===== src/rtl/cdc_handshake_tx_if.sv =====
// Source-side bundle of the toggle-handshake crossing: valid/ready word input,
// held payload plus request toggle out, acknowledge toggle and watchdog status.
interface cdc_handshake_tx_if #(
  parameter int DATA_W = 8
);
  logic              s_valid;
  logic [DATA_W-1:0] s_data;
  logic              s_ready;
  logic [DATA_W-1:0] tx_data;
  logic              req_tgl;
  logic              ack_tgl;
  logic              busy;
  logic              timeout_err;
  logic              err_clr;

  // master: the crossing source block itself
  modport master (
    input  s_valid, s_data, ack_tgl, err_clr,
    output s_ready, tx_data, req_tgl, busy, timeout_err
  );

  // slave: the environment feeding words and returning the acknowledge
  modport slave (
    output s_valid, s_data, ack_tgl, err_clr,
    input  s_ready, tx_data, req_tgl, busy, timeout_err
  );
endinterface


===== src/rtl/cdc_handshake_tx.sv =====
// clkA end of a toggle-handshake CDC: one word per round trip, accept-to-launch 1 cycle,
// s_ready held low from accept until the synchronized ack level matches req_tgl.
module cdc_handshake_tx #(
  parameter int DATA_W      = 8,
  parameter int SYNC_STAGES = 2,
  parameter int TIMEOUT_CYC = 1024
) (
  input  logic                clkA,
  input  logic                rst_n,
  cdc_handshake_tx_if.master  bus
);

  typedef enum logic {IDLE = 1'b0, WAIT_ACK = 1'b1} state_t;

  localparam int CNT_W = (TIMEOUT_CYC > 0) ? $clog2(TIMEOUT_CYC + 1) : 1;
  localparam logic [CNT_W-1:0] CNT_MAX = CNT_W'(TIMEOUT_CYC);
  localparam logic [CNT_W-1:0] CNT_HIT = CNT_W'((TIMEOUT_CYC > 0) ? TIMEOUT_CYC - 1 : 0);
  localparam logic             WD_EN   = (TIMEOUT_CYC > 0);

  state_t                  state_q;
  logic [DATA_W-1:0]       tx_data_q;
  logic                    req_tgl_q;
  logic [SYNC_STAGES-1:0]  ack_sync_q;
  logic [CNT_W-1:0]        cnt_q;
  logic                    timeout_err_q;

  logic ack_s;
  logic done_d;
  logic wd_fire_d;

  assign ack_s = ack_sync_q[SYNC_STAGES-1];

  // Level compare: a completed transfer is one where the returned level equals our request level.
  always_comb begin
    done_d    = (ack_s == req_tgl_q);
    wd_fire_d = WD_EN && (state_q == WAIT_ACK) && !done_d && (cnt_q == CNT_HIT);
  end

  always_ff @(posedge clkA or negedge rst_n) begin
    if (!rst_n) begin
      ack_sync_q <= '0;
    end else begin
      ack_sync_q <= {ack_sync_q[SYNC_STAGES-2:0], bus.ack_tgl};
    end
  end

  always_ff @(posedge clkA or negedge rst_n) begin
    if (!rst_n) begin
      state_q       <= IDLE;
      tx_data_q     <= '0;
      req_tgl_q     <= 1'b0;
      cnt_q         <= '0;
      timeout_err_q <= 1'b0;
    end else begin
      case (state_q)
        IDLE: begin
          if (bus.s_valid) begin
            tx_data_q <= bus.s_data;
            req_tgl_q <= ~req_tgl_q;
            cnt_q     <= '0;
            state_q   <= WAIT_ACK;
          end
        end
        WAIT_ACK: begin
          if (done_d) begin
            state_q <= IDLE;
          end else if (cnt_q != CNT_MAX) begin
            cnt_q <= cnt_q + CNT_W'(1);
          end
        end
        default: state_q <= IDLE;
      endcase

      // A set on the same edge as a clear must win so a fresh timeout is never lost.
      if (wd_fire_d) begin
        timeout_err_q <= 1'b1;
      end else if (bus.err_clr) begin
        timeout_err_q <= 1'b0;
      end
    end
  end

  assign bus.s_ready     = (state_q == IDLE);
  assign bus.busy        = (state_q == WAIT_ACK);
  assign bus.tx_data     = tx_data_q;
  assign bus.req_tgl     = req_tgl_q;
  assign bus.timeout_err = timeout_err_q;

endmodule


===== src/flat_wrapper.sv =====
// flat-port wrapper written by rule: the top's interface ports become plain ports
module cdc_handshake_tx_flat 
#(
  parameter int DATA_W      = 8,
  parameter int SYNC_STAGES = 2,
  parameter int TIMEOUT_CYC = 1024
)
  (clkA, rst_n, bus_s_valid, bus_s_data, bus_ack_tgl, bus_err_clr, bus_s_ready, bus_tx_data, bus_req_tgl, bus_busy, bus_timeout_err);
  cdc_handshake_tx_if #(.DATA_W(DATA_W)) bus_i ();
  input  logic clkA;
  input  logic rst_n;
  input wire logic [$bits(bus_i.s_valid)-1:0] bus_s_valid;
  input wire logic [$bits(bus_i.s_data)-1:0] bus_s_data;
  input wire logic [$bits(bus_i.ack_tgl)-1:0] bus_ack_tgl;
  input wire logic [$bits(bus_i.err_clr)-1:0] bus_err_clr;
  output wire logic [$bits(bus_i.s_ready)-1:0] bus_s_ready;
  output wire logic [$bits(bus_i.tx_data)-1:0] bus_tx_data;
  output wire logic [$bits(bus_i.req_tgl)-1:0] bus_req_tgl;
  output wire logic [$bits(bus_i.busy)-1:0] bus_busy;
  output wire logic [$bits(bus_i.timeout_err)-1:0] bus_timeout_err;
  assign bus_i.s_valid = bus_s_valid;
  assign bus_i.s_data = bus_s_data;
  assign bus_i.ack_tgl = bus_ack_tgl;
  assign bus_i.err_clr = bus_err_clr;
  assign bus_s_ready = bus_i.s_ready;
  assign bus_tx_data = bus_i.tx_data;
  assign bus_req_tgl = bus_i.req_tgl;
  assign bus_busy = bus_i.busy;
  assign bus_timeout_err = bus_i.timeout_err;
  cdc_handshake_tx #(.DATA_W(DATA_W), .SYNC_STAGES(SYNC_STAGES), .TIMEOUT_CYC(TIMEOUT_CYC)) u_core (.clkA(clkA), .rst_n(rst_n), .bus(bus_i));
endmodule

===== config.mk =====
export PLATFORM = sky130hd
export DESIGN_NAME = cdc_handshake_tx_flat
export DESIGN_NICKNAME = d
export VERILOG_FILES = /design/src/rtl/cdc_handshake_tx_if.sv /design/src/rtl/cdc_handshake_tx.sv /design/src/flat_wrapper.sv
export SDC_FILE = /design/constraint.sdc
export NUM_CORES = 1
export LEC_CHECK = 0
export CORE_MARGIN = 2
export CORE_UTILIZATION = 52
export CTS_BUF_LIST = sky130_fd_sc_hd__clkbuf_4 sky130_fd_sc_hd__clkbuf_8
export CTS_CLUSTER_SIZE = 16
export DETAILED_ROUTE_END_ITERATION = 8
export GPL_ROUTABILITY_DRIVEN = 0
export PLACE_DENSITY = 0.86
export SYNTH_ARGS = -nofsm -noshare
export SYNTH_HDL_FRONTEND = slang
export SYNTH_SLANG_ARGS = --single-unit

===== constraint.sdc =====
create_clock -name clkA -period 2.1 [get_ports clkA]
set_input_delay 0.42 -clock clkA [delete_from_list [all_inputs] [get_ports clkA]]
set_output_delay 0.42 -clock clkA [all_outputs]
set_load 0.03 [all_outputs]

==> results.md <==
* Status: finished clean
* Final Cell Area at 1530 sq um
* Die Area at 2700 sq um
* Io pins at 25
* FILL cells at 165
* WP buf/inv at 1
* Clk pwr share at 16.9%
* Via/cell ratio at 5.82
* R2r worst-path depth at 6
* Highest achievable clock rate at 501 MHz
* GR Util met3 at 6.32%
* Largest area contributor in the netlist: dfrtp_1
* Starting DRT DRC Count at 28
* Die H at 52.0 um
* Total CTS buffers at 3
* TNS Setup at 0 ns
* Commonest non-fill, non-tap cell in the layout: nand2_1
* GRT met1 Usage at 27.6%
* Net count, final at 169
* Number of max-cap violations at 0
* Num rows at 17
* CP delay by family, top: buffers and inverters
* Overflow after GRT at 0
* Post-synthesis sequential area ratio at 50.2%
* Worst Hold Endpoint: u_core.ack_sync_q[1]
* Clock Tree Buf Depth at 2
* Wire length per cell at 15.1 um
* NetSw at 823 uW
* Fin crit share at 95.1%
* Crit path DAT at 1.58 ns
* Seq cells post-synth at 24
* CP max stage delay at 0.73 ns
* Worst Setup End Kind: primary output
* Register-to-register setup slack at 0.31 ns
* GRT met2 Usage at 43.5%
* Layout Skew at 0.000920 ns
* Area Growth Syn to Fin at 27.8%
* Hold crit path type: register to register
* H-tree depth at 1
* Via count at 1054
* Initial antenna violation count at 0
* First-pass GRT wire length at 4830 um
* Buffers on Ports at 24
* Startpoint types: register
* CORE AREA at 2190 sq um
* Skew-Pair Late Insertion Delay at 0.32 ns
* RSZ-0062 raised after global routing: no
* Post-synth cell types at 37
* Final Hold Vio Count at 0
* Worst path slowest cell: clkdlybuf4s50_1
* Synth area leaders: dfrtp_1 50%, nand2_1 11%, a32o_1 2.5%
* Fin crit period at 2.00 ns
* ANT cells at 0
* Comb power frac at 47.8%
* Share of cells above drive strength 1 at 10.5%
* Largest net degree at the start of global routing at 25
* CTS tree: done
* YS warnings at 0
* DRT Pass-1 Iters at 5
* Setup-failing EPs final at 0
* Die X at 52.0 um
* R2R Path Start: u_core.cnt_q[0]
* Critical Path Fanout Max at 8
* Int Power at 1.16 mW
* Critical path type: register to primary output
* Hold Startpoint: u_core.ack_sync_q[0]
* Reg-to-reg endpoint: u_core.cnt_q[10]
* Syn_nets at 140
* PnR Total Power at 1.98 mW
* Tightest Pin Transition at 0.395 ns
* Placed cell area at 1480 sq um
* CTS Hold Bufs at 0
* PD cells at 1290 nW/um^2
* Reg clk slew, reported paths at 0.13 ns
* Avg Inst Size Synth at 9.58 sq um
* GRT Max-Usage Layer: met2
* Max rail drop VDD at 0.00120 V
* Overall Global Routing Usage at 24.0%
* Vias in the first global route at 1125
* # DRC at 0
* Worst Path Required at 1.68 ns
* Sw Share at 41.6%
* Root buffer cell: clkbuf_4
* Slew HR at 73.4%
* Final ANT Viol Nets at 0
* Hold path depth at 0
* Sequential group share of total power at 35.3%
* # clock sinks at 24
* DP HPWL at 2010 um
* Cell Chain, Critical Path: clkdlybuf4s50_1
* Cell Area, Synth at 1200 sq um
* Synthesized netlist cell count at 125
* Leakage at 0.695 nW
* Most frequent cells in the layout: 36 x nand2_1, 24 x dfrtp_1, 23 x clkdlybuf4s50_1
* Max-slew violations at 0
* Share of the synthesized area in the top cell type at 50.2%
* Starting Density at 54.7%
* WL final at 2730 um
==> how the worst max path moves through the flow <==
stage                         start         endpoint  slack, ns  depth (start not counted)
detailed placement      bus_s_valid  u_core.cnt_q[3]       0.26                          5
CTS                 u_core.bus.busy      bus_s_ready       0.05                          2
global route        u_core.bus.busy         bus_busy       0.05                          1
finish              u_core.bus.busy         bus_busy       0.10                          1
floorplan           u_core.bus.busy  u_core.cnt_q[3]       0.57                          5
global placement        bus_s_valid  u_core.cnt_q[3]       0.30                          5
==> timing repair <==
item / CTS / global route
endpoints found under the setup margin: 0 / 1
gates resized for setup: 0 / 1
buffers inserted: 0 / 0
==> flip-flops by register name, summed over array words and instances, names as in the netlist <==
name and flops:
u_core.cnt_q 11, u_core.bus.tx_data 8, u_core.ack_sync_q 2, u_core.bus.busy 1, u_core.bus.req_tgl 1, u_core.bus.timeout_err 1
==> layout make-up <==
class	count	area [sq um]	share of cell area [%]
flip-flops and latches	24	601	39.2
repair buffers	28	273	17.8
multi-input cells	90	543	35.5
clock inverters	1	30.0	1.96
well taps	28	35.0	2.29
clock buffers	3	22.5	1.47
inverters	7	26.3	1.72
==> power groups by stage <==
stage	combinational (mW)	sequential [mW]	clock, mW
after detailed placement	0.950	0.710	0
after global routing	1.04	0.714	0.356
after CTS	0.958	0.699	0.338
after global placement	0.918	0.699	0
final	0.947	0.700	0.334
after floorplan	0.414	0.877	0
==> Yosys cell counts <==
master     n
buf_2      1
and2b_1    2
a21oi_2    1
nand4_1    3
a31o_1     3
nor4_2     2
nor2b_1    1
nor3_1     4
o41ai_1    1
nor2_1     5
o21ai_0    2
mux2i_1    2
nor4_1     1
xnor2_1    1
nand3_1    5
ha_1       2
inv_2      1
o211ai_1   1
xor2_1     1
nor4b_2    1
buf_4      1
o21ai_1    1
and3_1     1
a22o_1     1
clkbuf_1   1
o311ai_0   1
nand4_2    1
inv_1      6
nand2_1   36
buf_6      1
and4_4     1
o221ai_1   1
a32o_1     3
dfrtp_1   24
nor2_4     1
nand2b_1   2
a31oi_1    3
==> through the flow <==
step	hold WS [ns]	worst slack [ns]	utilization, %	std cells
floorplan	0.124	0.566	-	125
global placement	0.333	0.296	67.3	177
detailed placement	0.352	0.263	67.3	177
CTS	0.382	0.0455	69.7	181
global route	0.398	0.0546	69.8	181
finish	0.376	0.103	69.8	181
==> kinds of logic (layout without fill, tap and decap cells) <==
family                   after synthesis  count (layout)  share of synthesized area [%]
multiplexers                           2               2                           1.67
flip-flops                            24              24                           50.2
XOR/XNOR                               2               2                           1.46
AND/OR/NAND/NOR                       66              66                           28.3
adder cells (fa/ha/maj)                2               2                           2.09
buffers and inverters                 11              39                           4.49
AO/OA/AOI/OAI                         18              18                           11.8
==> layer usage <==
| layer | share of wire, % | vias to the layer above |
|---|---|---|
| met5 | 0 | - |
| met4 | 1.6 | 0 |
| met3 | 6.4 | 9 |
| met2 | 51 | 36 |
| met1 | 41 | 519 |
| li1 | - | 490 |
No activity file was read; power rests on OpenSTA's default activity.
